$ cat src/rtl/uart_rx.sv
// uart_rx: 16x-oversampling UART receiver (start, DATA_BITS LSB-first, stop).
// Optional parity bit and parity_err port when UART_RX_PARITY_EN is defined.
//
// Ports:
//   clk        - system clock, posedge
//   reset      - asynchronous active-high reset
//   baud_tick  - one-clk pulse at BAUD_RATE*OVERSAMPLE from tick generator
//   rx         - asynchronous serial line, idle high
//   baud_en    - enable to the tick generator (high when not IDLE)
//   rx_data    - last good received word
//   rx_valid   - one-clk pulse when rx_data is updated
//   frame_err  - one-clk pulse when the stop bit is sampled low
//   parity_err - one-clk pulse with rx_valid on parity mismatch (UART_RX_PARITY_EN)
//   busy       - high while not IDLE
module uart_rx #(
    parameter int DATA_BITS  = 8,
    parameter int OVERSAMPLE = 16,
    parameter bit PARITY_ODD = 1'b0
) (
    input  logic                 clk,
    input  logic                 reset,
    input  logic                 baud_tick,
    input  logic                 rx,
    output logic                 baud_en,
    output logic [DATA_BITS-1:0] rx_data,
    output logic                 rx_valid,
    output logic                 frame_err,
`ifdef UART_RX_PARITY_EN
    output logic                 parity_err,
`endif
    output logic                 busy
);

    localparam int TW = $clog2(OVERSAMPLE);
    localparam int BW = $clog2(DATA_BITS + 1);

    localparam logic [TW-1:0] TICK_MID = TW'(OVERSAMPLE / 2 - 1);
    localparam logic [TW-1:0] TICK_END = TW'(OVERSAMPLE - 1);
    localparam logic [BW-1:0] BIT_LAST = BW'(DATA_BITS - 1);

`ifdef UART_RX_PARITY_EN
    typedef enum logic [2:0] {
        S_IDLE, S_START, S_DATA, S_PARITY, S_STOP, S_BREAK
    } state_t;
    localparam state_t S_AFTER_DATA = S_PARITY;
`else
    typedef enum logic [2:0] {
        S_IDLE, S_START, S_DATA, S_STOP, S_BREAK
    } state_t;
    localparam state_t S_AFTER_DATA = S_STOP;
`endif

    state_t               state_q, state_d;
    logic                 rx_meta_q, rx_s_q;
    logic [TW-1:0]        tick_cnt_q, tick_cnt_d;
    logic [BW-1:0]        bit_cnt_q, bit_cnt_d;
    logic [DATA_BITS-1:0] shift_q, shift_d;
    logic [DATA_BITS-1:0] data_q, data_d;
    logic                 valid_q, valid_d;
    logic                 ferr_q, ferr_d;
`ifdef UART_RX_PARITY_EN
    logic                 par_bad_q, par_bad_d;
    logic                 perr_q, perr_d;
`else
    logic                 unused_parity_odd;
    assign unused_parity_odd = PARITY_ODD;
`endif

    // Two-flop synchronizer; idles high so reset never looks like a start bit.
    always_ff @(posedge clk or posedge reset) begin
        if (reset) begin
            rx_meta_q <= 1'b1;
            rx_s_q    <= 1'b1;
        end else begin
            rx_meta_q <= rx;
            rx_s_q    <= rx_meta_q;
        end
    end

    always_ff @(posedge clk or posedge reset) begin
        if (reset) begin
            state_q    <= S_IDLE;
            tick_cnt_q <= '0;
            bit_cnt_q  <= '0;
            shift_q    <= '0;
            data_q     <= '0;
            valid_q    <= 1'b0;
            ferr_q     <= 1'b0;
`ifdef UART_RX_PARITY_EN
            par_bad_q  <= 1'b0;
            perr_q     <= 1'b0;
`endif
        end else begin
            state_q    <= state_d;
            tick_cnt_q <= tick_cnt_d;
            bit_cnt_q  <= bit_cnt_d;
            shift_q    <= shift_d;
            data_q     <= data_d;
            valid_q    <= valid_d;
            ferr_q     <= ferr_d;
`ifdef UART_RX_PARITY_EN
            par_bad_q  <= par_bad_d;
            perr_q     <= perr_d;
`endif
        end
    end

    always_comb begin
        state_d    = state_q;
        tick_cnt_d = tick_cnt_q;
        bit_cnt_d  = bit_cnt_q;
        shift_d    = shift_q;
        data_d     = data_q;
        valid_d    = 1'b0;
        ferr_d     = 1'b0;
`ifdef UART_RX_PARITY_EN
        par_bad_d  = par_bad_q;
        perr_d     = 1'b0;
`endif
        case (state_q)
            S_IDLE: begin
                if (!rx_s_q) begin
                    state_d    = S_START;
                    tick_cnt_d = '0;
                end
            end
            // Half a bit in: confirm the start bit is still low.
            S_START: begin
                if (baud_tick) begin
                    if (tick_cnt_q == TICK_MID) begin
                        tick_cnt_d = '0;
                        bit_cnt_d  = '0;
                        state_d    = rx_s_q ? S_IDLE : S_DATA;
                    end else begin
                        tick_cnt_d = tick_cnt_q + TW'(1);
                    end
                end
            end
            // From here on every sample lands mid-bit.
            S_DATA: begin
                if (baud_tick) begin
                    if (tick_cnt_q == TICK_END) begin
                        shift_d    = {rx_s_q, shift_q[DATA_BITS-1:1]};
                        tick_cnt_d = '0;
                        bit_cnt_d  = bit_cnt_q + BW'(1);
                        if (bit_cnt_q == BIT_LAST) begin
                            state_d = S_AFTER_DATA;
                        end
                    end else begin
                        tick_cnt_d = tick_cnt_q + TW'(1);
                    end
                end
            end
`ifdef UART_RX_PARITY_EN
            S_PARITY: begin
                if (baud_tick) begin
                    if (tick_cnt_q == TICK_END) begin
                        par_bad_d  = rx_s_q ^ (^shift_q) ^ PARITY_ODD;
                        tick_cnt_d = '0;
                        state_d    = S_STOP;
                    end else begin
                        tick_cnt_d = tick_cnt_q + TW'(1);
                    end
                end
            end
`endif
            // Leaving at mid-stop lets a back-to-back start edge be caught.
            S_STOP: begin
                if (baud_tick) begin
                    if (tick_cnt_q == TICK_END) begin
                        tick_cnt_d = '0;
                        if (rx_s_q) begin
                            data_d  = shift_q;
                            valid_d = 1'b1;
`ifdef UART_RX_PARITY_EN
                            perr_d  = par_bad_q;
`endif
                            state_d = S_IDLE;
                        end else begin
                            ferr_d  = 1'b1;
                            state_d = S_BREAK;
                        end
                    end else begin
                        tick_cnt_d = tick_cnt_q + TW'(1);
                    end
                end
            end
            S_BREAK: begin
                if (rx_s_q) begin
                    state_d = S_IDLE;
                end
            end
            default: state_d = S_IDLE;
        endcase
    end

    assign busy      = (state_q != S_IDLE);
    assign baud_en   = busy;
    assign rx_data   = data_q;
    assign rx_valid  = valid_q;
    assign frame_err = ferr_q;
`ifdef UART_RX_PARITY_EN
    assign parity_err = perr_q;
`endif

endmodule

$ cat config.mk
export PLATFORM = sky130hd
export DESIGN_NAME = uart_rx
export DESIGN_NICKNAME = d
export VERILOG_FILES = /design/src/rtl/uart_rx.sv
export SDC_FILE = /design/constraint.sdc
export NUM_CORES = 1
export LEC_CHECK = 0
export CAP_MARGIN = 30
export CORE_MARGIN = 1.5
export CORE_UTILIZATION = 55
export DETAILED_ROUTE_END_ITERATION = 10
export GPL_ROUTABILITY_DRIVEN = 0
export PLACE_DENSITY = 0.79
export SYNTH_ARGS = -nofsm -noshare
export SYNTH_HDL_FRONTEND = slang
export SYNTH_SLANG_ARGS = --single-unit
$ cat constraint.sdc
create_clock -name clk -period 2.3 [get_ports clk]
set_input_delay 0.575 -clock clk [delete_from_list [all_inputs] [get_ports clk]]
set_output_delay 0.575 -clock clk [all_outputs]
set_load 0.05 [all_outputs]
* After elaboration in Yosys (flattened, before gate mapping)
Cells that the tools add are included.
** Word-level totals
- Register bits after elaboration :: 31
- Output and inout port bits :: 12
- Logic and storage cells :: 69
** Operators by class
- Add/subtract/negate cells :: 2
- Equality and inequality tests :: 17
- Multiplexer cells :: 31
- Reductions and logical operators :: 10
** Operators with widths (count)
- $mux 4 :: 9
- $mux 3 :: 10
- $ne 2x2->1 const B :: 9
- $pmux 3 s5 :: 1
- $pmux 4 s3 :: 1
- $reduce_and 9->1 :: 1
- $add 4x1->4 const B :: 2
- $eq 4x3->1 const B :: 2
- $mux 1 :: 8
- $pmux 4 s2 :: 1
- $reduce_and 4->1 :: 2
- $eq 3x2->1 const B :: 2
- $reduce_bool 3->1 :: 2
- $reduce_and 5->1 :: 1
- $eq 4x4->1 const B :: 1
- $eq 3x1->1 const B :: 1
- $eq 3x3->1 const B :: 1
- $logic_not 3->1 :: 1
- $reduce_and 3->1 :: 1
- $mux 2 :: 1
- $ne 2x1->1 const B :: 1
- $reduce_bool 2->1 :: 1
- $reduce_or 2->1 :: 1

* Logic depth before layout (Yosys ltp)
Gate-level depths: netlist of the first run.
- Word-level depth :: 5
- Depth in mapped cells :: 6

* Worst setup path after synthesis of the first run
No wires, ideal clock.
- Path kind :: reg2out
- Start :: register state_q[0]
- End :: output port busy
- Data arrival time :: 1.545 ns
- Data required time :: 1.725 ns
- Setup slack :: 0.180 ns
- Stages on the path, launching flop included :: 5
- Path through :: dfrtp_1 buf_4 nor2_1 nand2_1 buf_4
** On the way
- Word-level cells in the longest chain between the ends :: 1
** RTL lines
- from (decl) :: RTL line 53 : state_t state_q, state_d;
- from (signal assigned) :: RTL line 94 : state_q <= state_d;
- $reduce_bool 3->1 :: RTL line 197 : assign busy = (state_q != S_IDLE);
- to (decl) :: RTL line 31 : output logic busy
No other way between the ends.

* Worst setup path after layout of the first run
- Start :: register data_q[6], in the netlist rx_data[6]
- End :: output port rx_data[6]
** RTL lines
- from (decl) :: RTL line 58 : logic [DATA_BITS-1:0] data_q, data_d;
- from (signal assigned) :: RTL line 98 : data_q <= data_d;
- to (decl) :: RTL line 25 : output logic [DATA_BITS-1:0] rx_data,
No word-level cell between the ends.

==> run metrics, run 1 <==
period utilization 91.6%; worst vdd ir 0.000814 V; LEAKAGE 0.784 nW; H-tree depth 2; vias in the first global route 1037; min-delay worst type flop to flop; Post-Synth Simple-Gate Area 13.8%; global-route met3 utilization 7.26%; Worst EP arrival 1.53 ns; number of CTS-inserted buffers 5; Syn Inst Count 122; global-route wire length before repair 4.73 mm; Clk pin slew, worst setup/hold paths 0.10 ns; DRC 0; RSZ-0062 raised after global routing no; Seq pwr share 49.0%; crit path cell chain clkdlybuf4s50_1; DR iter-0 viols 26; post-synthesis xor/xnor area fraction 0.582%; Reg-to-Reg Start state_q[2]; clock power share 20.7%; Sw Share 36.0%; max frequency 0.475 GHz; Placed Area 0.00170 mm²; post-synthesis mux area share 16.1%; GRT Overall Usage 20.0%; Worst Path Max Fanout 2; crit path kind flop to primary output; post-CTS sizing 0; YS warnings 0; crit end category primary output; n_diodes 0; R2R Setup Slk 0.52 ns; Slew Viols, Final 0; wire per inst 15.3 µm; initial antenna violation count 0; Layout area overhead 16.1%; Die Span X 55.3 µm; Mapped Avg Cell Area 12.3 µm²; met1 usage 26.9%; Overflow after GRT 0; Clk Latency, worst-skew pair 0.33 ns; final clock skew 0.00877 ns; vias per inst 5.85; CTS tree built; post-DP HPWL 1.85 mm; async set-reset flop share out of synthesis 100%; full die area 0.00306 mm²; drt first pass iters 4; Buffers on Ports 15; Row Count 18; largest family of logic cells by synthesized area multiplexers; # Max-Cap Violations 0; WL final 2.64 mm; final worst path period need 2.11 ns; # setup viols final 0; final instance area 0.00175 mm²; Seq/Total Area, Yosys 51.7%; CTS sink cnt 31; Sw Pwr 524 µW; Setup Fix Bufs, Post-CTS 0; most used routing layer met2; fin nets 147; num ports 16; Synth cell types 40; PwrDens 834 mW/mm²; Vias 1007; core box area 0.00252 mm²; Clock Path Buffers 2; P_int 933 µW; critical path startpoint category flop; Critical Path RT 1.73 ns; Netlist Area Pre-Place 0.00150 mm²; largest net degree at the start of global routing 32; Die Ht 55.3 µm; Root Driver clkbuf_4; hold_buf cts 0; Final ANT Viol Nets 0; Comb pwr share 30.3%; met2 Resource Use GR 29.4%; Worst path max stage delay 0.81 ns; Syn Nets 128; crit path launch rx_data[6]; Main synth FF type dfrtp_1; Fin Setup TNS 0 ns; family with the most delay on the worst path buffers and inverters; Worst Min Path Start rx_meta_q; worst-margin pin slew 0.499 ns; final hold violations 0; Synth Area in Adders 1.66%; Rel. slew slack 66.6%; Compound-Gate Fraction of Synth Area 11.8%; CP max-delay cell clkdlybuf4s50_1; EDFF count, synth 0; WP buf/inv 1; Initial Util 59.6%; #FFs+latches synth 31; status completed; layout cells sized above 1 25.4%
-- cells in the mapped netlist, types with 3 or more instances --
cell / count / area share, %
mux2_4: 8 / 8.0
dfrtp_1: 29 / 48
o21ai_0: 4 / 1.3
buf_4: 5 / 2.5
mux2_2: 9 / 6.7
inv_1: 3 / 0.75
a22oi_1: 3 / 1.5
nor2_1: 6 / 1.5
nand2_1: 7 / 1.7
buf_2: 3 / 1.0
nor2b_1: 4 / 1.7
nor3b_1: 4 / 2.0
o21ai_1: 3 / 1.0
-- metal layers --
metal | wire, µm | share of wire (%) | up-vias
met2 | 1260 | 48 | 21
met5 | 0 | 0 | -
met3 | 117 | 4.4 | 6
met4 | 40 | 1.5 | 0
li1 | - | - | 481
met1 | 1220 | 46 | 499
-- sequential cells by signal (all words and copies together), names as in the netlist --
register    cells
bit_cnt_q       4
frame_err       1
rx_data         8
rx_meta_q       1
rx_s_q          1
rx_valid        1
shift_q         8
state_q         3
tick_cnt_q      4
-- final timing paths --
path                               to  depth (start not counted)
max in group asynchronous   rx_meta_q                          3
hold reg to reg                rx_s_q                          0
min in group asynchronous  rx_data[3]                          3
setup / recovery           rx_data[6]                          1
hold / removal                 rx_s_q                          0
setup reg to reg           shift_q[3]                          4
-- cell usage in the layout, fill, tap and decap left out, drive strengths merged, types with 3 or more instances in the layout --
| cell | n |
|---|---|
| inv | 3 |
| clkbuf | 7 |
| nor2b | 4 |
| clkdlybuf4s50 | 13 |
| o21ai | 7 |
| buf | 7 |
| nor2 | 7 |
| a22oi | 3 |
| dfrtp | 29 |
| nand2 | 7 |
| nor3b | 4 |
| mux2 | 18 |
-- metrics by stage --
step / hold WS [ns] / power [mW] / setup slack [ns] / cells / util (%)
finish: 0.364 / 1.46 / 0.193 / 172 / 69.2
global route: 0.369 / 1.56 / 0.135 / 172 / 69.2
CTS: 0.367 / 1.46 / 0.189 / 172 / 69.2
detailed placement: 0.354 / 1.16 / 0.129 / 164 / 67.3
global placement: 0.347 / 1.14 / 0.167 / 164 / 67.3
floorplan: 0.345 / 1.09 / 0.180 / 122 / -
-- cell families (layout without fill, tap and decap cells) --
kind of cell,Yosys count,count (layout)
compound gates,23,23
xor+xnor,1,1
fa+ha+maj,2,2
buf+inv,11,31
flops,31,31
mux,19,19
simple gates,35,35
-- area by class of cell --
cell class / count / area (µm²)
multi-input combinational: 80 / 662
inverter: 3 / 11.3
clock inverter: 1 / 5.00
fill: 185 / 776
timing repair buffer: 20 / 208
sequential: 31 / 778
tap: 30 / 37.5
clock buffer: 7 / 45.0
-- power groups by stage --
stage	Clock [mW]	Sequential [mW]	Combinational, mW
after floorplan	0	0.658	0.428
final	0.301	0.714	0.441
after global routing	0.337	0.729	0.490
after global placement	0	0.717	0.427
after CTS	0.305	0.712	0.445
after detailed placement	0	0.723	0.441
Note: power is estimated with default switching activity, not from simulation.
==> inputs of run 2 (changes only) <==
CTS_BUF_LIST = sky130_fd_sc_hd__clkbuf_4 sky130_fd_sc_hd__clkbuf_8   (was unset)
==> run metrics, run 2 (same netlist as run 1, synthesis figures left out) <==
Fin Setup TNS 0 ns (unchanged); fill cell count 185 (unchanged); n_diodes 0 (unchanged); commonest non-fill, non-tap cell in the layout dfrtp_1; Row Count 18 (unchanged); Slew Viols, Final 0 (unchanged); full die area 0.00306 mm² (unchanged); Rel. slew slack 66.7% (about the same); period utilization 92.0% (+0.35 points); Root Driver clkbuf_4; WP buf/inv 1 (unchanged); crit path cell chain clkdlybuf4s50_1; hold_buf cts 0 (unchanged); multi-input logic area 662 µm² (unchanged); Placed Area 0.00170 mm² (unchanged); Worst Min Path Start rx_meta_q; layout cells sized above 1 26.8% (+1.4 points); Clock Path Buffers 2 (unchanged); final std cells w/o fill 172 (unchanged); fin util 69.5% (+0.30 points); initial antenna violation count 0 (unchanged); largest net degree at the start of global routing 32 (unchanged); Worst path max stage delay 0.81 ns (about the same); PwrDens 845 mW/mm² (+1.3%); H-tree depth 2 (unchanged); Worst Path Max Fanout 2 (unchanged); WL final 2.64 mm (about the same); Layout area overhead 16.6%; max frequency 0.473 GHz (-0.38%); crit path launch rx_data[6]; met2 Resource Use GR 29.6% (+0.17 points); Buffers on Ports 15 (unchanged); post-DP HPWL 1.85 mm (unchanged); # setup viols final 0 (unchanged); Clk pin slew, worst setup/hold paths 0.10 ns (about the same); number of CTS-inserted buffers 5 (unchanged); status completed; Overflow after GRT 0 (unchanged); most used routing layer met2; leading cell types in the layout, fill and taps excluded dfrtp_1, clkdlybuf4s50_1, mux2_2; min-delay worst type flop to flop; GRT Overall Usage 20.4% (+0.39 points); Final ANT Viol Nets 0 (unchanged); DRC 0 (unchanged); CTS tree built; # Max-Cap Violations 0 (unchanged); post-CTS sizing 0 (unchanged); final hold violations 0 (unchanged); final instance area 0.00175 mm² (+0.43%); Die Span X 55.3 µm (unchanged); worst-margin pin slew 0.499 ns (-0.000152 ns); final clock skew 0.0127 ns (+0.00397 ns); met1 usage 27.0% (+0.11 points); num ports 16 (unchanged); DR iter-0 viols 24 (-7.7%); vias per inst 5.82 (-0.60%); critical path startpoint category flop; Critical Path RT 1.73 ns (about the same); vias in the first global route 1036 (-0.096%); Die Ht 55.3 µm (unchanged); CTS sink cnt 31 (unchanged); crit end category primary output; register area 778 µm² (unchanged); final worst path period need 2.12 ns (+0.00803 ns); global-route met3 utilization 7.96% (+0.70 points); crit path kind flop to primary output; dpl cells 164 (unchanged); Vias 1001 (-0.60%); CP max-delay cell clkdlybuf4s50_1; Setup Fix Bufs, Post-CTS 0 (unchanged); fin nets 147 (unchanged); worst vdd ir 0.000918 V (+13%); core box area 0.00252 mm² (unchanged); Initial Util 59.6% (unchanged); Clk Latency, worst-skew pair 0.33 ns (about the same); Reg-to-Reg Start state_q[2]; global-route wire length before repair 4.77 mm (+0.87%); RSZ-0062 raised after global routing no; Worst EP arrival 1.54 ns (about the same); family with the most delay on the worst path buffers and inverters; drt first pass iters 4 (unchanged); LEAKAGE 0.791 nW (+0.87%); wire per inst 15.3 µm (about the same)
## run 2: where the power goes
part	internal, mW	switching [mW]
Clock	0.143	0.185
Combinational	0.212	0.232
Sequential	0.602	0.110
Total	0.956	0.526
## run 2: area by class of cell
cell class	count	share of cell area [%]
multi-input combinational	80	37.7
inverter	3	0.642
tap	30	2.14
clock inverter	1	0.285
timing repair buffer	20	11.8
sequential	31	44.4
clock buffer	7	3.00
## run 2: per-stage QoR
step	worst slack (ns)	hold WS [ns]	power [mW]
finish	0.185	0.364	1.48
global placement	0.167	0.347	1.14
global route	0.126	0.369	1.58
CTS	0.176	0.367	1.49
detailed placement	0.129	0.354	1.16
floorplan	0.180	0.345	1.09
## run 2: layer usage
layer / vias up / routed length [µm]
met5: - / 0
met4: 0 / 39
met3: 4 / 112
met2: 21 / 1290
met1: 496 / 1190
li1: 480 / -
## run 2: worst paths after layout
check                        endpoint  slack (ns)  cells after the start
max                        rx_data[6]        0.18                      1
min                            rx_s_q        0.36                      0
max reg2reg                shift_q[3]        0.53                      4
min reg2reg                    rx_s_q        0.36                      0
max in group asynchronous   rx_meta_q        1.37                      3
min in group asynchronous  rx_data[3]        0.60                      3
